$ cat config.mk
export PLATFORM = sky130hd
export DESIGN_NAME = sb_multiplier
export DESIGN_NICKNAME = d
export VERILOG_FILES = /design/src/rtl/sb_multiplier.sv
export SDC_FILE = /design/constraint.sdc
export NUM_CORES = 1
export LEC_CHECK = 0
export BUFFER_PORTS_ARGS = -buffer_cell sky130_fd_sc_hd__buf_2
export CORE_MARGIN = 3
export CORE_UTILIZATION = 50
export DETAILED_ROUTE_END_ITERATION = 16
export MAX_ROUTING_LAYER = met4
export PLACE_DENSITY = 0.69
export SLEW_MARGIN = 20
export SYNTH_ARGS = -nofsm -noshare
export SYNTH_HDL_FRONTEND = slang
export SYNTH_SLANG_ARGS = --single-unit
$ cat constraint.sdc
create_clock -name clk -period 10.5 [get_ports clk]
set_input_delay 2.1 -clock clk [delete_from_list [all_inputs] [get_ports clk]]
set_output_delay 2.1 -clock clk [all_outputs]
set_load 0.02 [all_outputs]
$ cat src/rtl/sb_multiplier.sv
// Sequential IEEE-754 single-precision multiplier: 24-cycle shift-add mantissa product, start/busy/done handshake.
// Define SB_MUL_ROUND_EN for round-to-nearest-even; otherwise the result is truncated toward zero.
`timescale 1ns/1ps

module sb_multiplier (
  input  logic        clk,
  input  logic        rst_n,
  input  logic        start,
  input  logic [31:0] a,
  input  logic [31:0] b,
  output logic [31:0] result,
  output logic        busy,
  output logic        done,
  output logic        overflow,
  output logic        underflow
);

  localparam logic [2:0] S_IDLE   = 3'd0;
  localparam logic [2:0] S_UNPACK = 3'd1;
  localparam logic [2:0] S_MULT   = 3'd2;
  localparam logic [2:0] S_NORM   = 3'd3;
  localparam logic [2:0] S_ROUND  = 3'd4;
  localparam logic [2:0] S_DONE   = 3'd5;

`ifdef SB_MUL_ROUND_EN
  localparam logic ROUND_EN = 1'b1;
`else
  localparam logic ROUND_EN = 1'b0;
`endif

  logic [2:0]        state_q, state_d;
  logic [31:0]       op_a_q, op_a_d;
  logic [31:0]       op_b_q, op_b_d;
  logic              sign_q, sign_d;
  logic signed [9:0] exp_q, exp_d;
  logic [47:0]       acc_q, acc_d;
  logic [4:0]        cnt_q, cnt_d;
  logic [22:0]       frac_q, frac_d;
  logic              guard_q, guard_d;
  logic              sticky_q, sticky_d;
  logic [31:0]       result_q, result_d;
  logic              busy_q, busy_d;
  logic              done_q, done_d;
  logic              overflow_q, overflow_d;
  logic              underflow_q, underflow_d;

  logic [7:0]  exp_a, exp_b;
  logic [23:0] mant_a, mant_b;
  logic        a_nan, b_nan, a_inf, b_inf, a_zero, b_zero, sign_now;

  assign exp_a    = op_a_q[30:23];
  assign exp_b    = op_b_q[30:23];
  assign mant_a   = {1'b1, op_a_q[22:0]};
  assign mant_b   = {1'b1, op_b_q[22:0]};
  assign a_nan    = (&exp_a) && (|op_a_q[22:0]);
  assign b_nan    = (&exp_b) && (|op_b_q[22:0]);
  assign a_inf    = (&exp_a) && !(|op_a_q[22:0]);
  assign b_inf    = (&exp_b) && !(|op_b_q[22:0]);
  // Exponent field 0 covers both zero and denormals, which are flushed.
  assign a_zero   = (exp_a == 8'd0);
  assign b_zero   = (exp_b == 8'd0);
  assign sign_now = op_a_q[31] ^ op_b_q[31];

  logic              round_up;
  logic [24:0]       mant_rnd;
  logic signed [9:0] exp_rnd;

  always_comb begin
    // NOTE: every always_comb output gets a default first so no path can infer a latch.
    state_d     = state_q;
    op_a_d      = op_a_q;
    op_b_d      = op_b_q;
    sign_d      = sign_q;
    exp_d       = exp_q;
    acc_d       = acc_q;
    cnt_d       = cnt_q;
    frac_d      = frac_q;
    guard_d     = guard_q;
    sticky_d    = sticky_q;
    result_d    = result_q;
    busy_d      = busy_q;
    done_d      = 1'b0;
    overflow_d  = overflow_q;
    underflow_d = underflow_q;

    round_up = ROUND_EN & guard_q & (sticky_q | frac_q[0]);
    mant_rnd = {2'b01, frac_q} + {24'd0, round_up};
    exp_rnd  = mant_rnd[24] ? exp_q + 10'sd1 : exp_q;

    case (state_q)
      S_IDLE: begin
        if (start) begin
          op_a_d      = a;
          op_b_d      = b;
          acc_d       = '0;
          cnt_d       = '0;
          busy_d      = 1'b1;
          overflow_d  = 1'b0;
          underflow_d = 1'b0;
          state_d     = S_UNPACK;
        end
      end
      S_UNPACK: begin
        sign_d  = sign_now;
        state_d = S_DONE;
        done_d  = 1'b1;
        busy_d  = 1'b0;
        if (a_nan || b_nan || (a_inf && b_zero) || (b_inf && a_zero)) begin
          result_d = 32'h7FC0_0000;
        end else if (a_inf || b_inf) begin
          result_d   = {sign_now, 8'hFF, 23'd0};
          overflow_d = 1'b1;
        end else if (a_zero || b_zero) begin
          result_d = {sign_now, 31'd0};
        end else begin
          exp_d   = $signed({2'b00, exp_a}) + $signed({2'b00, exp_b}) - 10'sd127;
          state_d = S_MULT;
          done_d  = 1'b0;
          busy_d  = 1'b1;
        end
      end
      S_MULT: begin
        if (mant_b[cnt_q]) acc_d = acc_q + ({24'd0, mant_a} << cnt_q);
        cnt_d = cnt_q + 5'd1;
        if (cnt_q == 5'd23) state_d = S_NORM;
      end
      S_NORM: begin
        // Product of two [1,2) mantissas lies in [1,4); bit 47 marks the [2,4) case.
        if (acc_q[47]) begin
          frac_d   = acc_q[46:24];
          guard_d  = acc_q[23];
          sticky_d = |acc_q[22:0];
          exp_d    = exp_q + 10'sd1;
        end else begin
          frac_d   = acc_q[45:23];
          guard_d  = acc_q[22];
          sticky_d = |acc_q[21:0];
        end
        state_d = S_ROUND;
      end
      S_ROUND: begin
        if (exp_rnd >= 10'sd255) begin
          result_d   = {sign_q, 8'hFF, 23'd0};
          overflow_d = 1'b1;
        end else if (exp_rnd <= 10'sd0) begin
          result_d    = {sign_q, 31'd0};
          underflow_d = 1'b1;
        end else begin
          result_d = {sign_q, exp_rnd[7:0], mant_rnd[24] ? 23'd0 : mant_rnd[22:0]};
        end
        done_d  = 1'b1;
        busy_d  = 1'b0;
        state_d = S_DONE;
      end
      S_DONE:  state_d = S_IDLE;
      default: state_d = S_IDLE;
    endcase
  end

  // NOTE: sequential state uses non-blocking assignments; all registers, datapath included, reset to a known value.
  always_ff @(posedge clk or negedge rst_n) begin
    if (!rst_n) begin
      state_q     <= S_IDLE;
      op_a_q      <= '0;
      op_b_q      <= '0;
      sign_q      <= 1'b0;
      exp_q       <= '0;
      acc_q       <= '0;
      cnt_q       <= '0;
      frac_q      <= '0;
      guard_q     <= 1'b0;
      sticky_q    <= 1'b0;
      result_q    <= '0;
      busy_q      <= 1'b0;
      done_q      <= 1'b0;
      overflow_q  <= 1'b0;
      underflow_q <= 1'b0;
    end else begin
      state_q     <= state_d;
      op_a_q      <= op_a_d;
      op_b_q      <= op_b_d;
      sign_q      <= sign_d;
      exp_q       <= exp_d;
      acc_q       <= acc_d;
      cnt_q       <= cnt_d;
      frac_q      <= frac_d;
      guard_q     <= guard_d;
      sticky_q    <= sticky_d;
      result_q    <= result_d;
      busy_q      <= busy_d;
      done_q      <= done_d;
      overflow_q  <= overflow_d;
      underflow_q <= underflow_d;
    end
  end

  assign result    = result_q;
  assign busy      = busy_q;
  assign done      = done_q;
  assign overflow  = overflow_q;
  assign underflow = underflow_q;

endmodule

==> results.toml, run 1 <==
[status]
outcome = "complete, no violations"

[final_layout]
area_growth_pct = 10.2
fin_nets = 1549
fin_area_mm2 = 0.0137
fillers = 2235
num_antenna_cells = 0
drive_above_1_share_pct = 17.0

[synthesis]
synth_top_family_by_area = "compound AO/OA/AOI/OAI gates"
async_flop_share_pct = 100
synth_simple_gate_area_share_pct = 13.9
synthFlopType = "dfrtp_1"
synth_top_cell_by_area = "dfrtp_1"
synth.avg_cell_area_um2 = 9.14
yosysSeqAreaShare_pct = 38.1
synthAdderAreaFrac_pct = 6.95
synth_compound_area_share_pct = 21.1
synthesis.area_mm2 = 0.0125
synth_top_area_share_pct = 38.1
synth_cell_types = 64
synthMuxAreaShare_pct = 12.9
ys_ff_latch = 190
synth_edf_count = 0
synth-xor-area-share_pct = 3.37
syn-num-nets = 1499
yosysWarnings = 0
yosys-top-cells-area = "dfrtp_1, ha_1, mux2_2"
syn-instance-count = 1364

[floorplan]
core_area_mm2 = 0.0244
die-area_mm2 = 0.0269
start_util_pct = 51.1
rows = 57
die_w_um = 164
ios = 103
fp.dieH_um = 164

[sta]
clock_skew_ns = 0.0144
fin_setup_tns_ns = 0
setup_viol = 0
worst_pin_slew_ns = 0.983
hold_violations = 0
fmax_ghz = 0.198
maxSlewHeadroom_pct = 34.5
slew_viol_final = 0
worst_slack_ns = 5.44
fin_crit_sh_pct = 48.1
rsz0062_at_grt = "no"
final.min_clock_period_ns = 5.06

[clock_tree]
clkSinkCount = 190
post_cts_buffers = 0
clock_path_buffers = 2
clk_latency_ns = 0.44
clockRootBuffer = "clkbuf_16"
clkTransAtPathRegs_ns = 0.08
cts_tree = "yes"
numCtsBuffers = 17
postCtsHoldBufs = 0
htreeDepth = 4
cts-resized-gates = 0

[critical_path]
cp-end-kind = "flip-flop"
cp.required_ns = 10.83
slowest_delay_ns = 0.97
cp_max_fo = 45
crit_family = "compound AO/OA/AOI/OAI gates"
slowest_stage = "dfrtp_2"
crit_type = "flip-flop to flip-flop"
crit_arrival_ns = 5.39
crit_path_start = "cnt_q[0]$_DFFE_PN0P_"
crit_path_start_kind = "flip-flop"
crit_buf_inv = 0
crit_chain = "mux2i_1 > nor2_1 > a31oi_1 > nor2_1 > a21oi_1 > mux2i_1 > and2_1 > ha_1 > a21oi_1 > o21ai_0 > a221o_1 > a21o_1 > a41oi_1 > o21ai_2 > a311oi_2 > xnor2_1 > o21ai_1"
rr_startpoint = "cnt_q[0]$_DFFE_PN0P_"

[route]
drcViolationCount = 0
viasPerCell = 6.02
vias = 10500
wire_per_inst_um = 18.4
dr.pass1.iters = 8
ant_nets = 0
finalWirelength_mm = 32.3
drt_iter0_markers = 1015

[placement]
place.gp.congestion = 1.02
hpwl_mm = 23.9
dp_slack_ns = 5.41
port_buffers = 102
placed_area_mm2 = 0.0132

[job]
maxCapViolCount = 0

[min_path]
worst_hold_startpoint = "sign_q$_DFFE_PN0P_"
min_path_type = "flip-flop to flip-flop"

[grt]
globalRouteOverflowTotal = 0
grt_usage_pct = 25.1
top_usage_layer = "met2"
antenna_found_initial = 0
grt_start_max_net_pins = 130
grt_pass1_wl_mm = 52.5
met1_usage_pct = 35.5
grt_pass1_vias = 9917
use_met3_pct = 3.03
use_met2_pct = 38.6

[power_and_ir_drop]
powerDensity_mw_per_mm2 = 340
p_seq_share_pct = 29.3
switching_share_pct = 47.4
leakagePower_uw = 0.00605
internal_power_uw = 2460
switchingPower_uw = 2210
p_clk_share_pct = 13.7
finalPower_uw = 4670
p_comb_share_pct = 57.1
irDropWorstVdd_v = 0.000131
## power by group through the flow
stage	logic (uW)	clock network [uW]	registers, uW
after global placement	2570	0	1360
after CTS	2640	650	1360
after detailed placement	2620	0	1370
after floorplan	2030	0	1300
final	2670	639	1370
after global routing	2970	678	1410
## cell usage in the layout, fill, tap and decap left out, types with 28 or more instances in the layout
cell / n
nand2_1: 171
buf_2: 101
ha_1: 66
a21oi_1: 96
nor2_1: 93
inv_1: 28
o21ai_0: 141
a22o_1: 39
mux2i_1: 54
a21o_1: 28
dfrtp_1: 188
mux2_2: 71
## final cells by class
cell class,instances,area (um2),share of cell area (%)
inverters,29,109,0.793
clock buffers,18,429,3.12
flip-flops and latches,190,4760,34.6
well taps,324,405,2.95
clock inverters,13,133,0.966
repair buffers,114,631,4.59
multi-input cells,1062,7270,52.9
## worst min-delay path: stages (launching register included)
cell,delay (ns)
dfrtp_1,0.35
nand2_1,0.05
o21ai_0,0.06
## logic make-up (layout without fill, tap and decap cells)
logic type      Yosys count  after routing
compound gates          422            422
simple gates            387            387
flops                   190            190
mux                     137            137
buf+inv                 112            174
fa+ha+maj                68             68
xor+xnor                 48             48
## sequential cells by signal (all words and copies together) (netlist names)
register,count
overflow,1
sign_q,1
underflow,1
exp_q,10
acc_q,48
result,32
state_q,3
op_a_q,32
busy,1
cnt_q,5
op_b_q,32
done,1
frac_q,23
## cell usage after synthesis (all sizes together), types with 5 or more instances
cell type,n
a211oi,10
a21o,28
a21oi,97
a22o,39
a22oi,6
a31oi,14
and2,9
and3,7
buf,20
clkbuf,63
dfrtp,190
ha,66
inv,29
mux2,71
mux2i,54
mux4,12
nand2,171
nand2b,9
nand3,22
nand4,19
nor2,93
nor2b,10
nor3,14
nor4,16
o211ai,7
o21ai,145
o21bai,12
o22ai,17
o31ai,16
or2,5
xnor2,25
xor2,23
## metrics by stage
| step | instances | util, % | hold slack, ns |
|---|---|---|---|
| 2_1_floorplan | 1364 | - | 0.450 |
| 3_3_place_gp | 1717 | 53.8 | 0.463 |
| 3_5_place_dp | 1719 | 54.0 | 0.472 |
| 4_1_cts | 1750 | 56.3 | 0.486 |
| 5_1_grt | 1750 | 56.3 | 0.504 |
| 6_report | 1750 | 56.3 | 0.483 |
## path summary, 6_finish.rpt
path | cells after the start | slack (ns) | end
setup / recovery | 17 | 5.44 | acc_q[39]$_DFFE_PN0P_
hold / removal | 2 | 0.48 | result[31]$_DFFE_PN0P_
min in group asynchronous | 1 | 1.77 | result[18]$_DFFE_PN0P_
setup reg to reg | 17 | 5.44 | acc_q[39]$_DFFE_PN0P_
hold reg to reg | 2 | 0.48 | result[31]$_DFFE_PN0P_
max in group asynchronous | 2 | 7.27 | cnt_q[0]$_DFFE_PN0P_
## routing by layer
layer | up-vias | wire [um]
met1 | 5049 | 15200
li1 | 5091 | -
met5 | - | 0
met3 | 45 | 1810
met4 | 0 | 654
met2 | 348 | 14600
Note: power is estimated with default switching activity, not from simulation.
==> run 2: changes to the inputs <==
==> constraint.sdc (replaced) <==
create_clock -name clk -period 4.7 [get_ports clk]
set_input_delay 0.94 -clock clk [delete_from_list [all_inputs] [get_ports clk]]
set_output_delay 0.94 -clock clk [all_outputs]
set_load 0.02 [all_outputs]
==> run 2 against run 1 <==
Compared with the run above: maximum frequency grew 13%; sequential share of layout area decreased by 0.60 points; routed wire length up 1.7%; sequential power grew 120%; critical path depth fell by 1; power rose by 130%; combinational power is 130% higher; register-to-register slack worse by 5.2 ns.
==> results.toml, run 2 (synthesis results as in run 1) <==
[status]
outcome = "complete, no violations"

[final_layout]
num_antenna_cells = 0
top_register = "acc_q"
final_util_pct = 57.3
fillers = 2242
area_growth_pct = 12.2
multiInputGateArea_mm2 = 0.00727
seqCellArea_mm2 = 0.00476
drive_above_1_share_pct = 18.4
fin_nets = 1572
layout_common_cells = "dfrtp_1, nand2_1, o21ai_0"
largest_reg_flops = 48
fin_area_mm2 = 0.0140
final_common_cell = "dfrtp_1"

[route]
drt_iter0_markers = 831
drcViolationCount = 0
finalWirelength_mm = 32.8
viasPerCell = 5.96
wire_per_inst_um = 18.5
ant_nets = 0
vias = 10600
dr.pass1.iters = 7

[critical_path]
crit_chain = "mux2_2 > o21ai_0 > o21ai_0 > o21ai_1 > o22ai_1 > ha_1 > a21oi_1 > o21ai_0 > a221o_1 > a21o_1 > a41oi_1 > buf_4 > o21ai_2 > a211oi_1 > xor2_1 > o21ai_0"
cp_max_fo = 21
crit_path_start_kind = "flip-flop"
crit_buf_inv = 1
crit_family = "compound AO/OA/AOI/OAI gates"
rr_startpoint = "cnt_q[0]$_DFFE_PN0P_"
r2r_slack_ns = 0.22
slowest_stage = "dfrtp_4"
crit_top_cell = "o21ai_0"
crit_type = "flip-flop to flip-flop"
slowest_delay_ns = 0.59
crit_arrival_ns = 4.80
cp.required_ns = 5.02
cp-end-kind = "flip-flop"
r2r_end = "acc_q[43]$_DFFE_PN0P_"
reg2regPathDepth = 16

[clock_tree]
clkTransAtPathRegs_ns = 0.08
htreeDepth = 4
clock_path_buffers = 2
cts_tree = "yes"
clockRootBuffer = "clkbuf_16"
clkSinkCount = 190
clk_latency_ns = 0.45
numCtsBuffers = 17
post_cts_buffers = 0

[sta]
final.min_clock_period_ns = 4.48
worst_pin_slew_ns = 0.848
slew_viol_final = 0
hold_violations = 0
fmax_ghz = 0.223
fin_setup_tns_ns = 0
rsz0062_at_grt = "no"
fin_crit_sh_pct = 95.4
maxSlewHeadroom_pct = 43.4
clock_skew_ns = 0.0163
setup_viol = 0

[floorplan]
core_area_mm2 = 0.0244
fp.dieH_um = 164
die-area_mm2 = 0.0269
rows = 57
ios = 103
die_w_um = 164
start_util_pct = 51.1

[placement]
place.gp.congestion = 0.963
port_buffers = 102
placed_area_mm2 = 0.0133
hpwl_mm = 25.2

[grt]
globalRouteOverflowTotal = 0
top_usage_layer = "met2"
grt_start_max_net_pins = 108
met1_usage_pct = 35.8
grt_pass1_vias = 10200
grt_pass1_wl_mm = 54.0
use_met2_pct = 40.0
antenna_found_initial = 0
grt_usage_pct = 26.0
use_met3_pct = 4.34

[min_path]
hold_path_end = "frac_q[8]$_DFFE_PN0P_"
holdPathStages = 2
worst_hold_startpoint = "frac_q[8]$_DFFE_PN0P_"
min_path_type = "flip-flop to flip-flop"

[power_and_ir_drop]
irDropWorstVdd_v = 0.000341
powerDensity_mw_per_mm2 = 766
leakagePower_uw = 0.00620

[job]
maxCapViolCount = 0
run 2: cell types whose count changed in the layout (fill, tap and decap cells not counted), sizes merged:
cell	before	now
clkinvlp	2	0
buf	114	136
clkinv	6	8
inv	34	36
run 2: how the worst max path moves through the flow:
stage	from	slack, ns	end	cells past startpoint
2_1_floorplan	cnt_q[0]$_DFFE_PN0P_	0.35	acc_q[39]$_DFFE_PN0P_	21
3_3_place_gp	cnt_q[0]$_DFFE_PN0P_	0.14	acc_q[43]$_DFFE_PN0P_	16
3_5_place_dp	cnt_q[0]$_DFFE_PN0P_	0.14	acc_q[43]$_DFFE_PN0P_	16
4_1_cts	cnt_q[0]$_DFFE_PN0P_	0.10	acc_q[43]$_DFFE_PN0P_	16
5_1_grt	cnt_q[0]$_DFFE_PN0P_	0.01	acc_q[43]$_DFFE_PN0P_	18
6_report	cnt_q[0]$_DFFE_PN0P_	0.22	acc_q[43]$_DFFE_PN0P_	16
run 2: final cells by class:
cell class | count | area share (%)
Tap cell | 324 | 2.90
Clock buffer | 17 | 3.04
Multi-Input combinational cell | 1062 | 52.0
Inverter | 29 | 0.779
Clock inverter | 15 | 1.47
Timing Repair Buffer | 137 | 5.77
Sequential cell | 190 | 34.0
run 2: metal layers:
metal / vias to the layer above / share of wire (%)
met5: - / 0
met4: 0 / 2.4
met2: 339 / 45
met1: 5034 / 47
li1: 5141 / -
met3: 67 / 5.8
run 2: through the flow:
step / hold slack, ns / power, uW / cells / worst slack, ns
after global routing: 0.512 / 11600 / 1774 / 0.0126
after floorplan: 0.450 / 7430 / 1364 / 0.352
final: 0.484 / 10700 / 1774 / 0.217
after CTS: 0.490 / 10700 / 1774 / 0.102
after global placement: 0.465 / 9030 / 1742 / 0.138
after detailed placement: 0.473 / 9120 / 1742 / 0.142
run 2: worst register-to-register path: cells and delay by family, from the launching register on:
family	cells	cell delay [ns]
buffers and inverters	1	0.19
XOR/XNOR	1	0.17
multiplexers	1	0.38
flip-flops	1	0.59
AO/OA/AOI/OAI	12	2.74
adder cells (fa/ha/maj)	1	0.32
run 2: where the power goes:
group          internal (uW)  switching, uW
sequential              2320            684
combinational           2580           3600
clock                    739            793
run 2: repair_timing:
action | 4_1_cts | 5_1_grt
hold endpoints to repair | 0 | 0
hold buffers | 0 | 0
resized for setup | 0 | 3
setup endpoints to repair | 0 | 7
==> run 3: changes to the inputs <==
--- a/config.mk
+++ b/config.mk
@@ -10,8 +10,7 @@
 export CORE_UTILIZATION = 50
 export DETAILED_ROUTE_END_ITERATION = 16
 export MAX_ROUTING_LAYER = met4
-export PLACE_DENSITY = 0.69
-export SLEW_MARGIN = 20
+export PLACE_DENSITY_LB_ADDON = 0.15
 export SYNTH_ARGS = -nofsm -noshare
 export SYNTH_HDL_FRONTEND = slang
 export SYNTH_SLANG_ARGS = --single-unit
==> run 3 against run 2 <==
Compared with the run above: clock power about the same; cell area fell by 0.31%; sequential power about the same; final cell count unchanged; worst setup slack gained 0.18 ns.
==> results.toml, run 3 (synthesis results as in run 1) <==
[floorplan]
die_w_um = 164
fp.dieH_um = 164
core_area_mm2 = 0.0244
die-area_mm2 = 0.0269
rows = 57
ios = 103
start_util_pct = 51.1

[sta]
setup_viol = 0
worst_pin_slew_ns = 1.16
maxSlewHeadroom_pct = 22.3
hold_violations = 0
slew_viol_final = 0
rsz0062_at_grt = "no"
clock_skew_ns = 0.0168
hold_slack_ns = 0.484
fmax_ghz = 0.232
worst_slack_ns = 0.397
fin_crit_sh_pct = 91.6
final.min_clock_period_ns = 4.30
fin_setup_tns_ns = 0

[final_layout]
top_register = "acc_q"
num_antenna_cells = 0
fin_area_mm2 = 0.0139
area_growth_pct = 11.8
fillers = 2231
final_common_cell = "dfrtp_1"
largest_reg_flops = 48
fin_nets = 1572
drive_above_1_share_pct = 18.5
layout_common_cells = "dfrtp_1, nand2_1, o21ai_0"

[critical_path]
crit_end = "acc_q[42]$_DFFE_PN0P_"
crit_path_start_kind = "flip-flop"
rr_startpoint = "cnt_q[0]$_DFFE_PN0P_"
crit_top_cell = "o21ai_0"
slowest_delay_ns = 0.54
crit_path_start = "cnt_q[0]$_DFFE_PN0P_"
crit_type = "flip-flop to flip-flop"
slowest_stage = "dfrtp_4"
reg2regPathDepth = 16
cp-end-kind = "flip-flop"
cp.required_ns = 5.01
cp_max_fo = 13
crit_arrival_ns = 4.62
r2r_end = "acc_q[42]$_DFFE_PN0P_"
crit_chain = "buf_4 > mux4_2 > mux2i_1 > nand2_1 > o21ai_0 > o22ai_1 > ha_1 > a21oi_1 > o21ai_0 > a22oi_1 > o211ai_1 > a21o_1 > a41o_1 > a21oi_1 > xor2_1 > o21ai_0"
r2r_slack_ns = 0.40

[placement]
hpwl_mm = 25.0
dp_slack_ns = 0.309
place.gp.congestion = 0.989
placed_area_mm2 = 0.0133
port_buffers = 102

[clock_tree]
clkTransAtPathRegs_ns = 0.08
htreeDepth = 4
cts_tree = "yes"
clk_latency_ns = 0.45
numCtsBuffers = 17
clockRootBuffer = "clkbuf_16"
postCtsHoldBufs = 0
clkSinkCount = 190
clock_path_buffers = 2

[route]
drcViolationCount = 0
viasPerCell = 5.91
dr.pass1.iters = 6
vias = 10500
drt_iter0_markers = 900
wire_per_inst_um = 18.7
ant_nets = 0
finalWirelength_mm = 33.1

[grt]
globalRouteOverflowTotal = 0
met1_usage_pct = 36.3
top_usage_layer = "met2"
grt_pass1_vias = 10300
use_met3_pct = 4.09
grt_pass1_wl_mm = 54.4
grt_start_max_net_pins = 122
grt_usage_pct = 26.1
antenna_found_initial = 0
use_met2_pct = 39.8

[min_path]
worst_hold_startpoint = "frac_q[15]$_DFFE_PN0P_"
min_path_type = "flip-flop to flip-flop"

[power_and_ir_drop]
powerDensity_mw_per_mm2 = 763
finalPower_uw = 10600
irDropWorstVdd_v = 0.000331
leakagePower_uw = 0.00618

[status]
outcome = "complete, no violations"

[job]
maxCapViolCount = 0
==> run 3: cell types whose count changed in the layout (fill, tap and decap cells not counted), sizes merged <==
cell | before | now
bufinv | 0 | 1
clkinv | 8 | 7
==> run 3: power breakdown <==
group	total [uW]	internal [uW]	switching (uW)
logic	6120	2540	3580
registers	3000	2320	674
clock network	1520	770	750
==> run 3: how the worst min path moves through the flow <==
stage                     depth (start not counted)                endpoint
after floorplan                                   2  frac_q[22]$_DFFE_PN0P_
after global placement                            2  frac_q[15]$_DFFE_PN0P_
after detailed placement                          2  frac_q[11]$_DFFE_PN0P_
after CTS                                         2  frac_q[11]$_DFFE_PN0P_
after global routing                              1   result[0]$_DFFE_PN0P_
final                                             2  frac_q[15]$_DFFE_PN0P_
==> run 3: through the flow <==
step | instances | util [%]
2_1_floorplan | 1364 | -
3_3_place_gp | 1741 | 54.6
3_5_place_dp | 1741 | 54.6
4_1_cts | 1773 | 57.1
5_1_grt | 1774 | 57.1
6_report | 1774 | 57.1
==> run 3: cell type report <==
type | count | area (um2) | share of cell area (%)
clock buffers | 17 | 425 | 3.05
clock inverters | 15 | 185 | 1.33
inverters | 29 | 109 | 0.781
multi-input cells | 1062 | 7270 | 52.2
flip-flops and latches | 190 | 4760 | 34.2
well taps | 324 | 405 | 2.91
repair buffers | 137 | 782 | 5.61
==> run 3: layer usage <==
metal  part of all wire [%]  wire [um]
met5                      0          0
met4                    2.5        832
met3                    5.2       1730
met2                     45      14800
met1                     48      15700
==> run 3: critical path, delay by kind of cell (launching register included) <==
kind                       cells  cell delay, ns
muxes                          2            0.74
AOI/OAI and AO/OA             10            2.05
buffers and inverters          1            0.22
DFF                            1            0.54
and+or+nand+nor                1            0.08
xor gates and xnor gates       1            0.15
adders and majority gates      1            0.38
==> run 3: what timing repair did <==
item,4_1_cts,5_1_grt
setup buffers,0,1
endpoints found under the setup margin,0,11
gates resized for setup,0,2
